==> src/rtl/qdr_status_mon.sv <==
// Board-level status monitor for the QDRII example design: calibration timeout, sticky miscompare flag, LEDs, heartbeat.
// Optional macro QDR_STATUS_ERRCNT_EN builds the saturating err_count register; otherwise err_count is tied to 0.
module qdr_status_mon #(
    parameter int CAL_TIMEOUT = 2**20,
    parameter int HB_DIV_LOG2 = 24,
    parameter int ERR_CNT_W   = 16
) (
    input  logic                 sys_clk,
    input  logic                 sys_rst,
    input  logic                 cal_done,
    input  logic                 compare_error,
    input  logic                 err_clr,
    output logic [1:0]           state,
    output logic                 cal_timeout,
    output logic                 err_sticky,
    output logic [ERR_CNT_W-1:0] err_count,
    output logic                 led_cal,
    output logic                 led_err,
    output logic                 led_hb
);

    localparam int TMR_W = (CAL_TIMEOUT > 1) ? $clog2(CAL_TIMEOUT) : 1;

    typedef enum logic [1:0] {
        WAIT_CAL = 2'b00,
        RUN      = 2'b01,
        ERR      = 2'b10,
        TIMEOUT  = 2'b11
    } state_t;

    state_t                 state_q, state_d;
    logic [TMR_W-1:0]       timer_q, timer_d;
    logic [HB_DIV_LOG2-1:0] hb_q;
    logic                   err_sticky_q, err_sticky_d;
    logic                   cal_timeout_q, led_cal_q, led_err_q;
    logic                   err_hit;
    logic                   clr_hit;

    // Timer only runs in WAIT_CAL; every other state holds it at zero so re-entry starts fresh.
    always_comb begin
        state_d = state_q;
        timer_d = '0;
        err_hit = 1'b0;
        clr_hit = 1'b0;
        case (state_q)
            WAIT_CAL: begin
                clr_hit = err_clr;
                if (cal_done) begin
                    state_d = RUN;
                end else if (timer_q == TMR_W'(CAL_TIMEOUT - 1)) begin
                    state_d = TIMEOUT;
                end else begin
                    timer_d = timer_q + TMR_W'(1);
                end
            end
            RUN: begin
                clr_hit = err_clr;
                if (!cal_done) begin
                    state_d = WAIT_CAL;
                end else if (compare_error) begin
                    state_d = ERR;
                    err_hit = 1'b1;
                end
            end
            ERR: begin
                clr_hit = err_clr;
                err_hit = compare_error;
                if (err_clr) begin
                    // Clear is applied before a coincident error, which keeps us in ERR.
                    if (compare_error)  state_d = ERR;
                    else if (cal_done)  state_d = RUN;
                    else                state_d = WAIT_CAL;
                end else if (!cal_done) begin
                    state_d = WAIT_CAL;
                end
            end
            TIMEOUT: begin
                state_d = TIMEOUT;
            end
            default: begin
                state_d = WAIT_CAL;
            end
        endcase
        err_sticky_d = (err_sticky_q & ~clr_hit) | err_hit;
    end

    always_ff @(posedge sys_clk) begin
        if (sys_rst) begin
            state_q       <= WAIT_CAL;
            timer_q       <= '0;
            hb_q          <= '0;
            err_sticky_q  <= 1'b0;
            cal_timeout_q <= 1'b0;
            led_cal_q     <= 1'b0;
            led_err_q     <= 1'b0;
        end else begin
            state_q       <= state_d;
            timer_q       <= timer_d;
            hb_q          <= hb_q + HB_DIV_LOG2'(1);
            err_sticky_q  <= err_sticky_d;
            cal_timeout_q <= (state_d == TIMEOUT);
            led_cal_q     <= (state_d == RUN) || (state_d == ERR);
            led_err_q     <= err_sticky_d || (state_d == TIMEOUT);
        end
    end

`ifdef QDR_STATUS_ERRCNT_EN
    localparam logic [ERR_CNT_W-1:0] CNT_MAX = '1;
    logic [ERR_CNT_W-1:0] err_cnt_q, err_cnt_d;

    always_comb begin
        err_cnt_d = clr_hit ? '0 : err_cnt_q;
        if (err_hit && (err_cnt_d != CNT_MAX)) begin
            err_cnt_d = err_cnt_d + ERR_CNT_W'(1);
        end
    end

    always_ff @(posedge sys_clk) begin
        if (sys_rst) err_cnt_q <= '0;
        else         err_cnt_q <= err_cnt_d;
    end

    assign err_count = err_cnt_q;
`else
    assign err_count = '0;
`endif

    assign state       = state_q;
    assign cal_timeout = cal_timeout_q;
    assign err_sticky  = err_sticky_q;
    assign led_cal     = led_cal_q;
    assign led_err     = led_err_q;
    assign led_hb      = hb_q[HB_DIV_LOG2-1];

endmodule

==> config.mk <==
export PLATFORM = sky130hd
export DESIGN_NAME = qdr_status_mon
export DESIGN_NICKNAME = d
export VERILOG_FILES = /design/src/rtl/qdr_status_mon.sv
export SDC_FILE = /design/constraint.sdc
export NUM_CORES = 1
export LEC_CHECK = 0
export ABC_AREA = 1
export CORE_ASPECT_RATIO = 0.7
export CORE_MARGIN = 3
export CORE_UTILIZATION = 35
export DETAILED_ROUTE_END_ITERATION = 12
export SYNTH_ARGS = -nofsm -noshare
export SYNTH_HDL_FRONTEND = slang
export SYNTH_SLANG_ARGS = --single-unit
==> constraint.sdc <==
create_clock -name sys_clk -period 1.8 [get_ports sys_clk]
set_input_delay 0.36 -clock sys_clk [delete_from_list [all_inputs] [get_ports sys_clk]]
set_output_delay 0.36 -clock sys_clk [all_outputs]
set_load 0.05 [all_outputs]
# After elaboration in Yosys (flattened, before gate mapping)
# Index checks and enable logic that the tools add are counted.
# totals
register_bits	50
in_bits	5
out_inout_bits	23
wordCells	38
# classes
add_sub_neg	2
n_eq_ne	7
mux	13
bitwise_logic	4
n_reduce_logical	5
# ops
cell	count
$add 24x1->24 const B	1
$add 20x1->20 const B	1
$eq 20x20->1 const B	1
$mux 2	7
$eq 2x2->1 const B	4
$pmux 2 s4	1
$eq 2x1->1 const B	2
$mux 1	4
$reduce_or 4->1	1
$reduce_or 3->1	1
$logic_not 2->1	1
$logic_or 1x1->1	2
$not 1->1	2
$pmux 1 s2	1
$and 1x1->1	1
$or 1x1->1	1

# Longest topological paths before layout
# depth
ltp_word	7
depth_mapped	11
depth_no_buf	11

# Worst setup path before layout
# OpenSTA, ideal clock, no wires.
# synth_path
path_type	register to register
startpoint	reg state_q[1], in the netlist state[1]
endpoint	reg led_cal_q, in the netlist led_cal
setup_time_ns	0.128
arrival_time_ns	1.908
t_required_ns	1.672
setup_slack_ns	-0.236
path_stages_with_launch	11
n_path_buf	0
synth_period_minus_slack_ns	2.036
path_cell_list	dfxtp_1 -> inv_1 -> ha_1 -> nand2_1 -> o21bai_1 -> nand2_1 -> o21ai_0 -> nand2_1 -> ha_1 -> inv_1 -> nor2_1
# synth_via
elab_chain_cells	5
word_cells_on_any_way	14
classes_between	eq/ne (5); mux (7); reduce/logical (2)
# synth_rtl
element	line_no	text
from (decl)	31	state_t state_q, state_d;
from (signal assigned)	97	state_q <= state_d;
$mux 2 (on tied branches)	73, 50, 60	
$mux 2 (on tied branches)	68, 48, 58	
$pmux 2 s4 *	45	case (state_q)
net state_d[1]	31	
$eq 2x1->1 / $eq 2x2->1 (equally long branches)	102	led_cal_q <= (state_d == RUN) || (state_d == ERR);
$logic_or 1x1->1 *	102	
to (signal assigned)	102	
to (decl)	35	logic cal_timeout_q, led_cal_q, led_err_q;
# Mark *: on every way through the listed nets, which the timed path passes. The rest lies on a longest branch.
# A chain may end at the register's enable or synchronous reset.

# Worst setup path in the final report
# Same ends and word-level chain as after synthesis.

==> flow_metrics.py <==
metrics = {
    "setup_path": {
        "rr_worst_depth": 10,
        "start_kind": "flip-flop",
        "path_class": "reg2reg",
        "reg2reg_setup_slack_ns": 0.12,
        "crit_path_end_kind": "flip-flop",
        "arrival_ns": 1.87,
        "cp.required_ns": 1.99,
        "critPathMaxFanout": 6,
        "r2r-start": "state[1]",
        "worstReg2RegEnd": "led_cal",
        "endpoint": "led_cal",
        "crit_start": "state[1]",
    },
    "clock_tree": {
        "htree_num_levels": 2,
        "ctsResizeCount": 0,
        "cts-hold-fix-buffers": 0,
        "clk-insertion-delay-late_ns": 0.30,
        "cts_root_buffer": "clkbuf_8",
        "numCtsBuffers": 5,
        "path_clk_slew_ns": 0.09,
        "cts_tree": "built",
        "clock_sinks": 50,
        "clockBufferDepth": 2,
        "post_cts_buffers": 0,
    },
    "power_and_ir_drop": {
        "p_leak_uw": 0.00104,
        "power_uw": 2090,
        "p_per_area_nw_per_um2": 710,
        "max-vdd-ir-drop_mv": 0.397,
    },
    "yosys": {
        "synthMuxAreaShare_pct": 0,
        "synth_area_um2": 2660,
        "synthSimpleGateAreaFrac_pct": 35.3,
        "avgSynthCellArea_um2": 6.83,
        "synth_compound_area_share_pct": 7.89,
        "synthDistinctLibCells": 26,
        "seq_area_frac_synth_pct": 37.6,
        "synth_xor_area_share_pct": 4.61,
        "synth_fa_ha_area_share_pct": 3.76,
        "synth_cells": 390,
        "yosysWarnings": 0,
        "synth_top_family_by_area": "simple AND/OR/NAND/NOR gates",
        "ys_ff_latch": 50,
    },
    "sta": {
        "finalCriticalPeriod_ns": 1.68,
        "hold_viol": 0,
        "fin_ws_ns": 0.118,
        "setup_viol": 0,
        "fin_crit_sh_pct": 93.4,
        "fmax_mhz": 595,
        "slew_viol_final": 0,
        "rsz0062_at_grt": "no",
        "fin_skew_ns": 0.0144,
    },
    "global_route": {
        "grt_antenna_before_repair": 0,
        "grt_use_total_pct": 13.9,
        "grt_pass1_wl_um": 9760,
        "first_global_vias": 2071,
        "grt_max_degree": 25,
        "grt-ovfl-total": 0,
    },
    "route": {
        "drtIter0Drc": 187,
        "drc_errors": 0,
        "wirelength_um": 5600,
        "wire_per_inst_um": 11.1,
        "ant_nets": 0,
        "vias_per_cell": 4.60,
        "dr.pass1.iters": 4,
        "num_vias": 2318,
    },
    "placement": {
        "dpl.hpwl_um": 4310,
        "pre_cts_slack_ns": -0.115,
        "place_congestion": 0.915,
        "io_buffers": 11,
    },
    "cells_and_area": {
        "drive_gt1_share_pct": 8.29,
        "syn2layout_area_growth_pct": 10.3,
        "nNetsFinal": 422,
        "final_cell_mix": "nand2_1 (103), nor2_1 (77), dfxtp_1 (48), inv_1 (33), a21oi_1 (23)",
        "layout_commonest_cell": "nand2_1",
        "diodes": 0,
    },
    "floorplan": {
        "die_w_um": 110,
        "start_util_pct": 37.7,
        "rows": 25,
        "die-area_um2": 8710,
        "io_pins": 28,
        "core_area_um2": 7070,
        "die-height_um": 79.0,
    },
    "job": {
        "cap_violations": 0,
    },
    "outcome": {
        "outcome": "finished clean",
    },
    "min_path": {
        "min_path_type": "reg2reg",
    },
}
==> area by class of cell <==
type / count / area [um^2]
fillers: 755 / 4130
flip-flops and latches: 50 / 1010
clock buffers: 7 / 97.6
repair buffers: 18 / 145
clock inverters: 1 / 7.51
inverters: 35 / 131
well taps: 94 / 118
multi-input cells: 299 / 1430
==> power breakdown <==
part           switching, uW  total (uW)  internal [uW]  leakage, uW
clock network            378         737            359    0.0000496
registers               14.7        1140           1120     0.000405
logic                    166         215           48.9     0.000586
total                    558        2090           1530      0.00104
==> cells by family after synthesis <==
kind of cell,Yosys count
adders and majority gates,8
and+or+nand+nor,221
buffers and inverters,56
DFF,50
other,1
xor gates and xnor gates,14
AOI/OAI and AO/OA,40
==> how the worst min path moves through the flow <==
stage,startpoint,to,depth (start not counted)
floorplan,timer_q[0],timer_q[0],1
global placement,timer_q[0],timer_q[0],1
detailed placement,timer_q[0],timer_q[0],1
CTS,timer_q[0],timer_q[0],1
global route,timer_q[0],timer_q[0],1
finish,timer_q[0],timer_q[0],1
==> cell usage after synthesis <==
master    count  area (um^2)
buf_6         2         22.5
o211ai_1      1         7.51
ha_1          8          100
nand3_1      14         70.1
xnor2_1       5         43.8
o21ai_0      13         65.1
o21bai_1      2         15.0
a21oi_1      23          115
nand4_1       7         43.8
nand3_2       2         20.0
dfxtp_1      50         1000
nor2_2        2         12.5
o21a_1        1         7.51
or2_0         1         6.26
nor3_1        4         20.0
inv_2         2         7.51
nand2_1     103          387
clkbuf_1      3         11.3
inv_1        33          124
buf_4        16          120
conb_1        1         3.75
nor2_1       77          289
xor2_1        9         78.8
nor2_4        3         33.8
nand3b_1      6         45.0
nand2_2       2         12.5
==> layer usage <==
metal,global-route usage [%],part of all wire [%],vias up
li1,-,-,1229
met1,22.6,55,1003
met2,18.2,36,77
met3,2.60,8.2,9
met4,3.57,0.91,0
met5,0,0,-
==> registers in the layout, summed over array words and instances (netlist names) <==
name / cells
cal_timeout: 1
err_sticky: 1
hb_q: 24
led_cal: 1
led_err: 1
state: 2
timer_q: 20
==> through the flow <==
stage / hold slack [ns] / std cells / setup TNS [ns] / util (%) / area, um^2
6_report: 0.457 / 504 / 0 / 41.6 / 2940
5_1_grt: 0.473 / 504 / 0 / 41.6 / 2940
4_1_cts: 0.459 / 504 / 0 / 41.6 / 2940
3_5_place_dp: 0.442 / 496 / -0.230 / 40.1 / 2830
3_3_place_gp: 0.427 / 496 / -0.142 / 40.1 / 2830
2_1_floorplan: 0.417 / 405 / 0 / - / 2720
==> worst max-delay path, cell delays in order, from the launching register on <==
cell	delay [ns]
dfxtp_4	0.39
inv_1	0.09
ha_1	0.23
nand2_1	0.09
o21bai_1	0.11
nand2_1	0.07
o21ai_1	0.15
nand2_1	0.08
ha_1	0.28
inv_1	0.05
nor2_1	0.03
Power figures use the tool's default switching activity.
